==> config.mk <==
export PLATFORM = sky130hd
export DESIGN_NAME = lfsr_rng_arbiter
export DESIGN_NICKNAME = d
export VERILOG_FILES = /design/src/rtl/lfsr_rng_arbiter.sv
export SDC_FILE = /design/constraint.sdc
export NUM_CORES = 1
export LEC_CHECK = 0
export BUFFER_PORTS_ARGS = -buffer_cell sky130_fd_sc_hd__buf_2
export CORE_MARGIN = 2
export CORE_UTILIZATION = 30
export DETAILED_ROUTE_END_ITERATION = 12
export GPL_ROUTABILITY_DRIVEN = 0
export PLACE_DENSITY = 0.59
export SYNTH_ARGS = -nofsm -noshare
export SYNTH_HDL_FRONTEND = slang
export SYNTH_SLANG_ARGS = --single-unit
==> constraint.sdc <==
create_clock -name clk -period 1.55 [get_ports clk]
set_input_delay 0.31 -clock clk [delete_from_list [all_inputs] [get_ports clk]]
set_output_delay 0.31 -clock clk [all_outputs]
set_load 0.02 [all_outputs]
==> src/rtl/lfsr_rng_arbiter.sv <==
// Round-robin arbiter sharing one 8-bit Fibonacci LFSR among NREQ requesters.
// Each grant advances the LFSR STEPS times; the last issued byte drives a 2-digit hex display.
module lfsr_rng_arbiter #(
  parameter int NREQ  = 4,
  parameter int STEPS = 8
) (
  input  logic            clk,
  input  logic            rst,
  input  logic            seed_valid,
  input  logic [7:0]      seed_data,
  output logic            seed_ready,
  input  logic [NREQ-1:0] req,
  output logic [NREQ-1:0] gnt,
  output logic            rnd_valid,
  output logic [7:0]      rnd_data,
  output logic            busy,
  output logic [13:0]     seg_hex
);

  localparam int PW = (NREQ > 1) ? $clog2(NREQ) : 1;
  localparam int CW = (STEPS > 1) ? $clog2(STEPS) : 1;

  localparam logic [1:0] S_IDLE  = 2'd0;
  localparam logic [1:0] S_STEP  = 2'd1;
  localparam logic [1:0] S_GRANT = 2'd2;

  logic [1:0]    state;
  logic [7:0]    lfsr;
  logic [7:0]    lfsr_next;
  logic [PW-1:0] rr_ptr;
  logic [PW-1:0] winner;
  logic [CW-1:0] cnt;
  logic [PW-1:0] win_idx;
  logic          win_found;

  assign lfsr_next  = {lfsr[4] ^ lfsr[3] ^ lfsr[2] ^ lfsr[0], lfsr[7:1]};
  assign seed_ready = (state == S_IDLE);
  assign busy       = (state != S_IDLE);

  // First asserted request at or after rr_ptr, wrapping past NREQ-1.
  always_comb begin
    // NOTE: every output of a combinational block gets a default first so no latch is inferred.
    win_found = 1'b0;
    win_idx   = rr_ptr;
    for (int i = 0; i < NREQ; i++) begin
      int k;
      k = int'(rr_ptr) + i;
      if (k >= NREQ) k = k - NREQ;
      if (!win_found && req[k]) begin
        win_found = 1'b1;
        win_idx   = PW'(k);
      end
    end
  end

  // NOTE: sequential state uses non-blocking assignments so all registers update together at the edge.
  always_ff @(posedge clk or posedge rst) begin
    if (rst) begin
      state     <= S_IDLE;
      lfsr      <= 8'h01;
      rr_ptr    <= '0;
      winner    <= '0;
      cnt       <= '0;
      gnt       <= '0;
      rnd_valid <= 1'b0;
      rnd_data  <= 8'h00;
    end else begin
      case (state)
        S_IDLE: begin
          if (seed_valid) begin
            lfsr <= (seed_data == 8'h00) ? 8'h01 : seed_data;
          end else if (win_found) begin
            winner <= win_idx;
            cnt    <= CW'(STEPS - 1);
            state  <= S_STEP;
          end
        end
        S_STEP: begin
          lfsr <= lfsr_next;
          if (cnt == '0) begin
            rnd_data  <= lfsr_next;
            gnt       <= {{(NREQ-1){1'b0}}, 1'b1} << winner;
            rnd_valid <= 1'b1;
            state     <= S_GRANT;
          end else begin
            cnt <= cnt - CW'(1);
          end
        end
        S_GRANT: begin
          gnt       <= '0;
          rnd_valid <= 1'b0;
          rr_ptr    <= (winner == PW'(NREQ - 1)) ? '0 : winner + PW'(1);
          state     <= S_IDLE;
        end
        default: state <= S_IDLE;
      endcase
    end
  end

  // Active-low glyphs, bit0 = segment a .. bit6 = segment g.
  function automatic logic [6:0] hex7(input logic [3:0] v);
    case (v)
      4'h0: hex7 = 7'h40;
      4'h1: hex7 = 7'h79;
      4'h2: hex7 = 7'h24;
      4'h3: hex7 = 7'h30;
      4'h4: hex7 = 7'h19;
      4'h5: hex7 = 7'h12;
      4'h6: hex7 = 7'h02;
      4'h7: hex7 = 7'h78;
      4'h8: hex7 = 7'h00;
      4'h9: hex7 = 7'h10;
      4'hA: hex7 = 7'h08;
      4'hB: hex7 = 7'h03;
      4'hC: hex7 = 7'h46;
      4'hD: hex7 = 7'h21;
      4'hE: hex7 = 7'h06;
      default: hex7 = 7'h0E;
    endcase
  endfunction

  assign seg_hex = {hex7(rnd_data[7:4]), hex7(rnd_data[3:0])};

endmodule

# After elaboration in Yosys (flattened, before gate mapping)
# Memories as Yosys holds them, arrays and structs flattened.
# Index checks and enable logic that the tools add are counted.
# word_totals
regBits	30
romBits	224
wordCells	98
memories	2
# op_classes
n_addsub	9
magnitude_cmp	8
eq_ne	8
shift	1
mux	40
bitwise_logic	4
n_reduce_logical	18
# memory_table
name	depth	word_bits	read_ports	rd_clocked_by_memory_dff	write_ports	line	source
(name not given)	16	7	1	0	0	102	case (v)
(name not given)	16	7	1	0	0	102	
# op_table
operator	n
$lt A32 B4 Y1 const B	4
$mux W32	4
$mux W2	8
$mux W8	2
$pmux W8 S2	1
$mux W1	13
$sub A3 B3 Y4 const B	3
$ge A3 B3 Y1 const B	3
$mux W3	3
$bmux W1 S2	4
$logic_not A8 Y1	1
$ne A2 B2 Y1 const B	4
$pmux W4 S2	1
$add A2 B2 Y3 const B	2
$pmux W3 S2	1
$reduce_and A2 Y1	3
$reduce_and A3 Y1	2
$reduce_bool A2 Y1	3
$eq A2 B2 Y1 const B	2
$mux W4	1
$pmux W2 S2	1
$reduce_and A4 Y1	1
$shl A1 B2 Y4 const A	1
$sub A2 B3 Y4 const B	1
13 further kinds	19

# Longest topological paths before layout
# logic_depth
depth_word	18
mapped_depth	7
ltp_nobuf	6

# Least setup slack after synthesis
# No wires, ideal clock.
# synth_timing
path_kind	flip-flop to output port
start	register rnd_data[4]
end	output seg_hex[10]
arrival_time_ps	1523
path_slack_ps	-283
stages_incl_launch_ff	6
path_buffers	0
path_cell_list	dfrtp_1 -> inv_1 -> ha_1 -> nor2b_1 -> nor3_1 -> a31oi_1
# synth_via
elab_chain_cells	1
# synth_rtl
element	line	source
start, declared	15	output logic [7:0] rnd_data,
start signal, assigned	81	rnd_data <= lfsr_next;
$mem_v2 Z16 W7	-	
end, declared	17	output logic [13:0] seg_hex
# Every way passes these cells.

# Worst setup path in the final report
# layout_timing
start	register rnd_data[1]
end	output seg_hex[3]
# The elaborated chain is that of the path after synthesis.

==> run_results.csv <==
group,metric,value,unit
setup_path,cp-end-kind,"output port",
timing,grt_setup_unrepaired,"yes",
setup_path,cp_slowest_cell,"mux4_2",
clock_tree,cts.path.max_buffers,2,
global_routing,met2_usage,25.1,%
placement,dpl.hpwl,3.48,mm
yosys,synth_nets,254,
routing,viasPerCell,4.89,
pwr,p_switching,0.00299,W
die,initial_core_util,31.0,%
timing,skew,9.60,ps
die,die_area,7180,um^2
yosys,synth_seq_area_share,38.5,%
flow_run,cap_violations,0,
setup_path,arrival,1650,ps
timing,tightestPinTransition,395,ps
yosys,postSynthAreaPerCell,8.84,um^2
setup_path,r2r_cells,6,
timing,fmax,0.509,GHz
yosys,yosys_register_bits,30,
pwr,peakVddDrop,0.00122,V
clock_tree,cts_hold_buffers,0,
die,core.rowCount,29,
die,core_area,6310,um^2
setup_path,r2r_end,"cnt[2]",
timing,period_needed,1960,ps
min_path,hp-class,"input port to asynchronous set/reset pin",
die,die_h,84.7,um
global_routing,overflow,0,
yosys,synth_edf_count,0,
clock_tree,root_buffer,"clkbuf_8",
clock_tree,cts_sinks,30,
global_routing,grt_usage,14.4,%
clock_tree,cts.clk_slew.worst_paths,70,ps
timing,drv_slew,0,
finish,diodes,0,
timing,holdWs,97.1,ps
timing,hold_violations,0,
timing,slew_headroom,73.6,%
timing,fin_ws,-413,ps
yosys,synth_ff_type,"dfrtp_1",
yosys,ys_types,41,
yosys,ys_warn_count,0,
setup_path,cp_max_fo,4,
yosys,mappedNetlistArea,1950,um^2
setup_path,startpoint,"rnd_data[1]",
pwr,combPwrFrac,64.9,%
global_routing,antenna_found_initial,0,
clock_tree,cts_tree,"yes",
finish,fin_nets,330,
global_routing,grt_pass1_vias,1845,
timing,period_share,127,%
clock_tree,cts_htree_levels,2,
global_routing,grt_max_degree,31,
run_status,status,"finished, violations left",
routing,drc,0,
routing,dr.first_iter.drc_count,61,
routing,antenna_left,0,
routing,wire_per_inst,12.8,um
setup_path,path_class,"flip-flop to output port",
global_routing,grt_pass1_wl,8.56,mm
clock_tree,cts_buffers,5,
global_routing,grt_util_met3,2.75,%
setup_path,worstSetupStartpointType,"flip-flop",
routing,routed_wirelength,4.80,mm
yosys,netlist_instances,221,
finish,layout_common_cells,"buf_4, buf_2, nand2_1",
global_routing,met1_usage,18.5,%
setup_path,cpPeakStageDelay,470,ps
die,die_x,84.7,um
setup_path,rr_startpoint,"cnt[0]",
pwr,intPower,0.00382,W
pwr,seqPwrFrac,23.9,%
setup_path,path_cells,"buf_4, ha_4, mux4_2, buf_6",
routing,num_vias,1835,
setup_path,worstSetupEndpoint,"seg_hex[3]",
finish,fill_cells,609,
pwr,power_density,2280,nW/um^2
yosys,ys_async_sr_fraction,100,%
placement,port_buffers,43,
routing,firstDrtPassIters,4,
setup_path,reg2reg_slack,100,ps
pwr,swShare,43.9,%
setup_path,worst_ep_required_time,1240,ps
finish,drive_gt1_share,48.7,%
die,ios,44,
finish,syn_to_final_growth,53.0,%
pwr,p_clk_share,11.1,%
pwr,p_leak,1.34,nW
clock_tree,insertion_delay,280,ps
pwr,total_power,0.00681,W
timing,setup_viol,15,
run_status,violations,"negative setup slack",
finish,layout_commonest_cell,"buf_4",
global_routing,busiest_layer,"met2",
-- state kept, by name (all words and copies together) (netlist names) --
register and count:
winner 2, lfsr 8, gnt 4, rnd_valid 1
state 2, rnd_data 8, rr_ptr 2, cnt 3
-- worst max-delay path: cells and delay by family (launching register included) --
| family | cells | cell delay [ps] |
|---|---|---|
| mux | 1 | 470 |
| flops | 1 | 450 |
| buf+inv | 2 | 310 |
| fa+ha+maj | 1 | 150 |
-- what timing repair did --
action | CTS | global route
gates resized for setup | 51 | 24
setup buffers | 6 | 2
pin swaps | 9 | 7
setup endpoints to repair | 14 | 27
-- kinds of logic after synthesis --
kind of cell | Yosys count | synth area share [%]
and+or+nand+nor | 69 | 17.0
AOI/OAI and AO/OA | 65 | 20.7
muxes | 8 | 4.93
DFF | 30 | 38.5
xor gates and xnor gates | 3 | 1.34
adders and majority gates | 18 | 11.5
buffers and inverters | 28 | 5.95
-- metrics by stage --
stage | setup TNS (ps) | util [%] | area (um^2) | setup slack (ps) | std cells
2_1_floorplan | -183 | - | 2010 | -101 | 221
3_3_place_gp | -132 | 39.6 | 2500 | -103 | 359
3_5_place_dp | -254 | 39.6 | 2500 | -134 | 359
4_1_cts | -3550 | 45.6 | 2880 | -417 | 373
5_1_grt | -4640 | 47.4 | 2990 | -455 | 375
6_report | -3700 | 47.4 | 2990 | -413 | 375
-- layout make-up --
cell class | instances | area [um^2] | area share (%)
Sequential cell | 30 | 761 | 25.4
Clock buffer | 5 | 68.8 | 2.30
Timing Repair Buffer | 79 | 581 | 19.4
Multi-Input combinational cell | 163 | 1360 | 45.6
Inverter | 18 | 80.1 | 2.68
Clock inverter | 3 | 40.0 | 1.34
Tap cell | 77 | 96.3 | 3.22
-- cells in the mapped netlist (all sizes together) (4+ instances only) --
library cell	n	area [um^2]
a22oi	6	45.0
ha	18	225
buf	9	45.0
inv	18	67.6
o21ai	30	150
nand2b	4	25.0
nor2	9	33.8
nor3	8	45.0
nand2	29	111
nand3	6	30.0
mux2i	4	40.0
dfrtp	29	726
a31oi	4	25.0
a22o	4	35.0
a21oi	12	60.1
nor2b	6	37.5
-- power groups by stage --
stage / logic [W] / registers (W) / clock network [W]
floorplan: 0.00219 / 0.00162 / 0
global placement: 0.00344 / 0.00155 / 0
detailed placement: 0.00348 / 0.00156 / 0
CTS: 0.00409 / 0.00160 / 0.000783
global route: 0.00484 / 0.00170 / 0.000820
finish: 0.00442 / 0.00163 / 0.000760
-- worst min path at each step --
stage | start | endpoint | slack (ps) | cells after the start
after global placement | rst | gnt[1] | 400 | 3
after CTS | rst | lfsr[4] | 100 | 3
final | rst | state[1] | 100 | 3
after floorplan | rst | cnt[0] | 400 | 1
after detailed placement | rst | gnt[1] | 400 | 3
after global routing | rst | rr_ptr[1] | 140 | 3
-- per-layer routing --
layer	part of all wire, %	wire length [um]	vias to the layer above
li1	-	-	917
met1	44	2130	871
met2	51	2450	45
met3	4.1	198	2
met4	0.33	16	0
met5	0	0	-
Power figures use the tool's default switching activity.
